$ cat src/rtl/ternary_matmul_sequencer.sv
// ternary_matmul_sequencer
//
// Runs one ternary matrix-multiply job on the 1.58-bit systolic array. A command sets the
// accumulation length K. The bench-side stream of packed ternary weights and int8 activations
// is then aligned to the array's free-running slice phase. Each job clears the accumulators,
// streams K*SLICES beats, drains the array pipeline, snapshots the accumulators into the out
// queue and presents OUT_BEATS result bytes.
//
// Ports
//   clk, reset          clock; synchronous active-high reset
//   cmd_valid/ready     job request handshake (ready only while idle), cmd_k = K (0 means 1)
//   in_valid/ready      beat handshake; in_weights = 4 packed 2-bit weights, in_act = int8
//   arr_weights/act     beat data to the array, zero whenever no beat is accepted
//   arr_reset_acc       array accumulator clear (CLEAR state)
//   arr_copy_out        array accumulator -> out queue snapshot (SNAP state)
//   arr_restart_queue   array out-queue read pointer restart (SNAP state)
//   arr_out             array result byte
//   out_valid/out_data  result byte stream, no backpressure
//   busy                a job is in progress

module ternary_matmul_sequencer #(
    parameter int unsigned SLICES    = 2,
    parameter int unsigned K_W       = 8,
    parameter int unsigned DRAIN_CYC = 2,
    parameter int unsigned OUT_BEATS = 4
) (
    input  logic           clk,
    input  logic           reset,
    input  logic           cmd_valid,
    output logic           cmd_ready,
    input  logic [K_W-1:0] cmd_k,
    input  logic           in_valid,
    output logic           in_ready,
    input  logic [7:0]     in_weights,
    input  logic [7:0]     in_act,
    output logic [7:0]     arr_weights,
    output logic [7:0]     arr_act,
    output logic           arr_reset_acc,
    output logic           arr_copy_out,
    output logic           arr_restart_queue,
    input  logic [7:0]     arr_out,
    output logic           out_valid,
    output logic [7:0]     out_data,
    output logic           busy
);

    localparam int unsigned PH_W    = (SLICES > 1) ? $clog2(SLICES) : 1;
    localparam int unsigned BT_W    = K_W + 2;
    localparam int unsigned CNT_MAX = (DRAIN_CYC > OUT_BEATS) ? DRAIN_CYC : OUT_BEATS;
    localparam int unsigned CNT_W   = $clog2(CNT_MAX + 1);

    typedef enum logic [2:0] {
        StIdle,
        StClear,
        StLoad,
        StDrain,
        StSnap,
        StReadout
    } state_t;

    state_t            state_q, state_d;
    logic [PH_W-1:0]   phase_q, phase_d;
    logic [BT_W-1:0]   beat_idx_q, beat_idx_d;
    logic [BT_W-1:0]   beats_total_q, beats_total_d;
    logic [CNT_W-1:0]  cnt_q, cnt_d;

    logic [K_W-1:0]    k_eff;
    logic [BT_W-1:0]   beat_mod;
    logic              slot_match;

    // phase mirrors the array's slice counter: it restarts with reset and never stalls.
    always_comb begin
        if (phase_q == PH_W'(SLICES - 1)) begin
            phase_d = '0;
        end else begin
            phase_d = phase_q + PH_W'(1);
        end
    end

    assign k_eff      = (cmd_k == '0) ? K_W'(1) : cmd_k;
    // Beat n must land on slice n mod SLICES, otherwise the array would mix up slices.
    assign beat_mod   = beat_idx_q % BT_W'(SLICES);
    assign slot_match = (phase_q == beat_mod[PH_W-1:0]);

    always_comb begin
        state_d           = state_q;
        beat_idx_d        = beat_idx_q;
        beats_total_d     = beats_total_q;
        cnt_d             = cnt_q;
        cmd_ready         = 1'b0;
        in_ready          = 1'b0;
        arr_weights       = 8'h00;
        arr_act           = 8'h00;
        arr_reset_acc     = 1'b0;
        arr_copy_out      = 1'b0;
        arr_restart_queue = 1'b0;
        out_valid         = 1'b0;
        out_data          = 8'h00;
        busy              = (state_q != StIdle);

        unique case (state_q)
            StIdle: begin
                cmd_ready = 1'b1;
                if (cmd_valid) begin
                    beats_total_d = BT_W'(k_eff) * BT_W'(SLICES);
                    state_d       = StClear;
                end
            end
            StClear: begin
                arr_reset_acc = 1'b1;
                beat_idx_d    = '0;
                state_d       = StLoad;
            end
            StLoad: begin
                // The bound on beat_idx keeps the index saturating at beats_total.
                in_ready = slot_match && (beat_idx_q < beats_total_q);
                if (in_ready && in_valid) begin
                    arr_weights = in_weights;
                    arr_act     = in_act;
                    beat_idx_d  = beat_idx_q + BT_W'(1);
                    if (beat_idx_q == beats_total_q - BT_W'(1)) begin
                        cnt_d   = '0;
                        state_d = StDrain;
                    end
                end
            end
            StDrain: begin
                // Zero weights flush the array argument register and final accumulate.
                if (cnt_q == CNT_W'(DRAIN_CYC - 1)) begin
                    state_d = StSnap;
                end else begin
                    cnt_d = cnt_q + CNT_W'(1);
                end
            end
            StSnap: begin
                arr_copy_out      = 1'b1;
                arr_restart_queue = 1'b1;
                cnt_d             = '0;
                state_d           = StReadout;
            end
            StReadout: begin
                out_valid = 1'b1;
                out_data  = arr_out;
                if (cnt_q == CNT_W'(OUT_BEATS - 1)) begin
                    state_d = StIdle;
                end else begin
                    cnt_d = cnt_q + CNT_W'(1);
                end
            end
            default: begin
                state_d = StIdle;
            end
        endcase
    end

    always_ff @(posedge clk) begin
        if (reset) begin
            state_q       <= StIdle;
            phase_q       <= '0;
            beat_idx_q    <= '0;
            beats_total_q <= '0;
            cnt_q         <= '0;
        end else begin
            state_q       <= state_d;
            phase_q       <= phase_d;
            beat_idx_q    <= beat_idx_d;
            beats_total_q <= beats_total_d;
            cnt_q         <= cnt_d;
        end
    end

endmodule
$ cat config.mk
export PLATFORM = sky130hd
export DESIGN_NAME = ternary_matmul_sequencer
export DESIGN_NICKNAME = d
export VERILOG_FILES = /design/src/rtl/ternary_matmul_sequencer.sv
export SDC_FILE = /design/constraint.sdc
export NUM_CORES = 1
export LEC_CHECK = 0
export BUFFER_PORTS_ARGS = -buffer_cell sky130_fd_sc_hd__buf_2
export CORE_ASPECT_RATIO = 1.75
export CORE_MARGIN = 4
export CORE_UTILIZATION = 50
export CTS_CLUSTER_DIAMETER = 30
export DETAILED_ROUTE_END_ITERATION = 12
export HOLD_SLACK_MARGIN = 0.06
export PLACE_DENSITY = 0.81
export SLEW_MARGIN = 5
export SYNTH_ARGS = -nofsm -noshare
export SYNTH_HDL_FRONTEND = slang
export SYNTH_SLANG_ARGS = --single-unit
$ cat constraint.sdc
create_clock -name clk -period 2.27 [get_ports clk]
set_input_delay 0.1135 -clock clk [delete_from_list [all_inputs] [get_ports clk]]
set_output_delay 0.1135 -clock clk [all_outputs]
set_load 0.02 [all_outputs]
### Yosys cells after proc, flatten, opt, wreduce, memory -nomap -nowiden

Cells that the tools add are included.

* input port bits: 36
* logic and storage cells: 62
* output and inout port bits: 31
* bits in registers: 25

* $lt $le $gt $ge: 1
* eq/ne operators: 16
* $add $sub $neg: 4
* reduce and logical (&&, ||, !) cells: 12
* multiplexer cells: 24

Operators with widths (count)
* 8-bit two-way mux: 6
* 3-bit two-way mux: 9
* 10-bit case mux with 2 select lines: 1
* 3-bit case mux with 6 select lines: 1
* 2-bit inequality test (second input constant): 7
* 3-bit case mux with 4 select lines: 1
* 10-bit by 1-bit adder with 10-bit output (second input constant): 1
* 10-bit equality test: 1
* 10-bit by 9-bit less-than comparator with 1-bit output: 1
* 10-bit two-way mux: 1
* 5-bit AND reduction: 2
* 9-bit by 1-bit subtractor with 10-bit output (second input constant): 1
* 3-bit by 2-bit equality test with 1-bit output (second input constant): 3
* 8-bit logical NOT: 1
* 3-bit by 1-bit equality test with 1-bit output (second input constant): 2
* 3-bit equality test (second input constant): 2
* 1-bit two-way mux: 5
* 2-bit AND reduction: 2
* 4-bit nonzero test: 1
* 3-bit by 1-bit adder with 3-bit output (second input constant): 1
* 3-bit logical NOT: 1
* 3-bit nonzero test: 1
* 1-bit logical AND: 2
* 2-bit nonzero test: 1
* other kinds (3): 3

### Depth between registers and ports, before layout

* depth after elaboration: 5
* depth in mapped cells: 9
* depth with buffers taken out: 8

### Least setup slack after synthesis

OpenSTA, ideal clock, no wires.

* path kind: register to output
* start: reg beats_total_q[3]
* end: out arr_act[4]
* required time: 2.156 ns
* path slack: 0.353 ns
* stages on the path, launching flop included: 10
* arrival: 1.803 ns
* path buffers: 2
* cell sequence: dfxtp_1 -> inv_1 -> ha_1 -> o211a_1 -> o31ai_1 -> a31oi_1 -> nor2_1 -> buf_2 -> buf_2 -> and2_1

* word-level cells in the longest chain between the ends: 5

Ends and longest elaborated chain
* from (decl): RTL line 64 `logic [BT_W-1:0] beats_total_q, beats_total_d;`
* from (signal assigned): RTL line 167 `beats_total_q <= beats_total_d;`
* 10-bit by 9-bit less-than comparator with 1-bit output: RTL line 116 `in_ready = slot_match && (beat_idx_q < beats_total_q);`
* 1-bit logical AND: RTL line 116
* 1-bit logical AND: RTL line 117 `if (in_ready && in_valid) begin`
* 8-bit two-way mux: RTL line 117
* 8-bit two-way mux: RTL line 101 `unique case (state_q)`
* to (decl): RTL line 37 `output logic [7:0] arr_act,`

No other way between the ends.

### Final worst setup path

* start: reg beat_idx_q[2]
* end: out arr_weights[5]

* word-level cells in the longest chain between the ends: 5

Ends and longest elaborated chain
* from (decl): RTL line 63 `logic [BT_W-1:0] beat_idx_q, beat_idx_d;`
* from (signal assigned): RTL line 166 `beat_idx_q <= beat_idx_d;`
* 10-bit by 9-bit less-than comparator with 1-bit output: RTL line 116
* 1-bit logical AND: RTL line 116
* 1-bit logical AND: RTL line 117
* 8-bit two-way mux: RTL line 117
* 8-bit two-way mux: RTL line 101
* to (decl): RTL line 36 `output logic [7:0] arr_weights,`

No other way between the ends.

==> results.ini <==
[status]
outcome=completed

[cells_and_area]
layout_commonest_cell=buf_2
syn_to_final_growth_pct=34.9
drive_gt1_share_pct=38.4
fill_cells=271
most-common-layout-cells=buf_2 (49), nand2_1 (22), dfxtp_1 (21)
fin_util_pct=71.6
final_nets=347
n_antenna_cell=0

[critical_path]
startpoint_type=flip-flop
arrival_ns=2.08
crit_fanout=5
worstReg2RegStart=beat_idx_q[2]
worst-path-buf-inv=2
end_kind=output port
crit_type=flip-flop to output port
slowest_stage=dfxtp_1
max_stage_delay_ns=0.40
path_cells=ha_4 > nor2b_2 > o31ai_2 > a31oi_2 > nor2_4 > buf_6 > and2_1 > buf_4
crit_family=simple AND/OR/NAND/NOR gates
required_ns=2.16
setup.worst_path.start=beat_idx_q[2]

[floorplanning]
chipHeight_um=88.3
start_util_pct=53.1
die_area_um2=4760
core_um2=3470
die_w_um=53.9
io_pins=67
num_rows=28

[sta]
fmax_mhz=456
fin_crit_sh_pct=96.6
setup_viol=0
setup-tns-final_ns=0
hold_viol_final=0
period_needed_ns=2.19
skew_ns=0.00380
maxSlewHeadroom_pct=52.9
drv_slew=0
worst_slew_pin_slew_ns=0.705

[min_path]
hp-class=input port to flip-flop
hold_start=cmd_k[1]

[placement]
gp_congestion=0.840
port_buffers=66
dp_hpwl_um=3650

[clocking]
cts_sinks=25
cts_hold_buffers=0
h-tree-depth=1
clk_path_buf_depth=2
cts_tree=done
cts_buffers=3
cts_root_buffer=clkbuf_8
clk_pin_slew_ns=0.09
clk_latency_ns=0.28

[route]
via_per_inst=5.42
drt-initial-drc-count=49
antenna_left=0
drcViolationCount=0
wirelength_um=5120
wire_per_inst_um=15.0
first_pass_iters=4
num_vias=1854

[logic_synthesis]
ys_seq_area_share_pct=27.2
synth_edf_count=0
yosysWarnings=0
ys.flop_type=dfxtp_1
synth-seq-cells=25
synth_area_leaders=dfxtp_1 (27%), and2_1 (9.2%), ha_1 (8.8%), xnor2_1 (7.1%), nand2_1 (4.5%)
synthArstFlopShare_pct=0
synth_top_area_share_pct=27.2
yosysTopAreaCell=dfxtp_1
syn_nets=274
syn_area_per_cell_um2=8.19
synth_cell_types=50
postSynthCellCount=225
synthesis.area_um2=1840

[grt]
antenna_found_initial=0
grt_pass1_wl_um=7170
grt_use_total_pct=20.1
grt_overflow=0
grt_start_max_net_pins=21
grt_pass1_vias=1686

[power_and_ir_drop]
vdd_ir_drop_max_v=0.000367
p_per_area_nw_per_um2=425
p_leak_nw=1.09

[job]
drv_cap=0

==> logic make-up (layout without fill, tap and decap cells) <==
kind of cell             count (synthesis)  count (layout)  share of synthesized area (%)
adder cells (fa/ha/maj)                 13              13                           8.83
flip-flops                              25              25                           27.2
XOR/XNOR                                19              19                           9.04
AO/OA/AOI/OAI                           31              31                           11.8
multiplexers                             1               1                          0.543
buffers and inverters                   25              97                           5.71
AND/OR/NAND/NOR                        111             111                           37.0
==> through the flow <==
stage / worst slack [ns] / cell area, um^2 / hold WS, ns / total power [mW] / cells
CTS: 0.0224 / 2290 / 0.0808 / 1.02 / 338
global placement: 0.299 / 2240 / 0.367 / 0.745 / 334
global route: -0.0221 / 2480 / 0.0759 / 1.10 / 342
finish: 0.0762 / 2480 / 0.0747 / 1.06 / 342
floorplan: 0.353 / 1840 / 0.249 / 0.669 / 225
detailed placement: 0.217 / 2240 / 0.376 / 0.753 / 334
==> power breakdown <==
part           leakage, nW  switching (mW)  internal [mW]
Sequential           0.205          0.0203          0.455
Combinational        0.863           0.170          0.139
Clock               0.0228           0.146          0.126
Total                 1.09           0.336          0.720
==> cell type report <==
class | instances | area (um^2) | share of cell area [%]
repair buffers | 78 | 512 | 20.6
inverters | 15 | 56.3 | 2.27
multi-input cells | 175 | 1310 | 52.7
well taps | 45 | 56.3 | 2.27
clock buffers | 4 | 45.0 | 1.81
flip-flops and latches | 25 | 505 | 20.4
==> worst reg2reg max path: stages, from the launching register on <==
cell     delay [ns]
dfxtp_1        0.40
ha_4           0.22
nor2b_2        0.15
o31ai_2        0.25
a31oi_2        0.16
buf_4          0.16
buf_4          0.17
nor4_4         0.38
o22ai_1        0.16
==> cells in the mapped netlist, drive strengths merged (5+ instances only) <==
library cell,n
and2,27
dfxtp,25
nand2,22
nor2,18
inv,15
xnor2,15
ha,13
a21oi,10
buf,7
nor3,6
nand2b,5
nand3,5
nor4,5
==> timing repair <==
item | in CTS | in global routing
buffers inserted | 0 | 1
cloned | 0 | 3
setup endpoints to repair | 6 | 16
pin swaps | 0 | 3
gates resized for setup | 1 | 55
==> sequential cells by signal, indices dropped and copies added (netlist names) <==
name and flops:
phase_q 1, beats_total_q 8, cnt_q 3, beat_idx_q 10, state_q 3
==> routing by layer <==
layer	GRT usage (%)	part of all wire [%]
met2	37.7	58
met5	0	0
met1	21.0	34
met3	2.19	5.4
met4	9.53	2.1
==> final timing paths <==
check / end / slack [ns] / depth (start not counted)
max: arr_weights[5] / 0.08 / 8
min: beats_total_q[2] / 0.07 / 3
max reg2reg: cnt_q[0] / 0.08 / 8
min reg2reg: beats_total_q[2] / 0.48 / 2
Power figures use the tool's default switching activity.
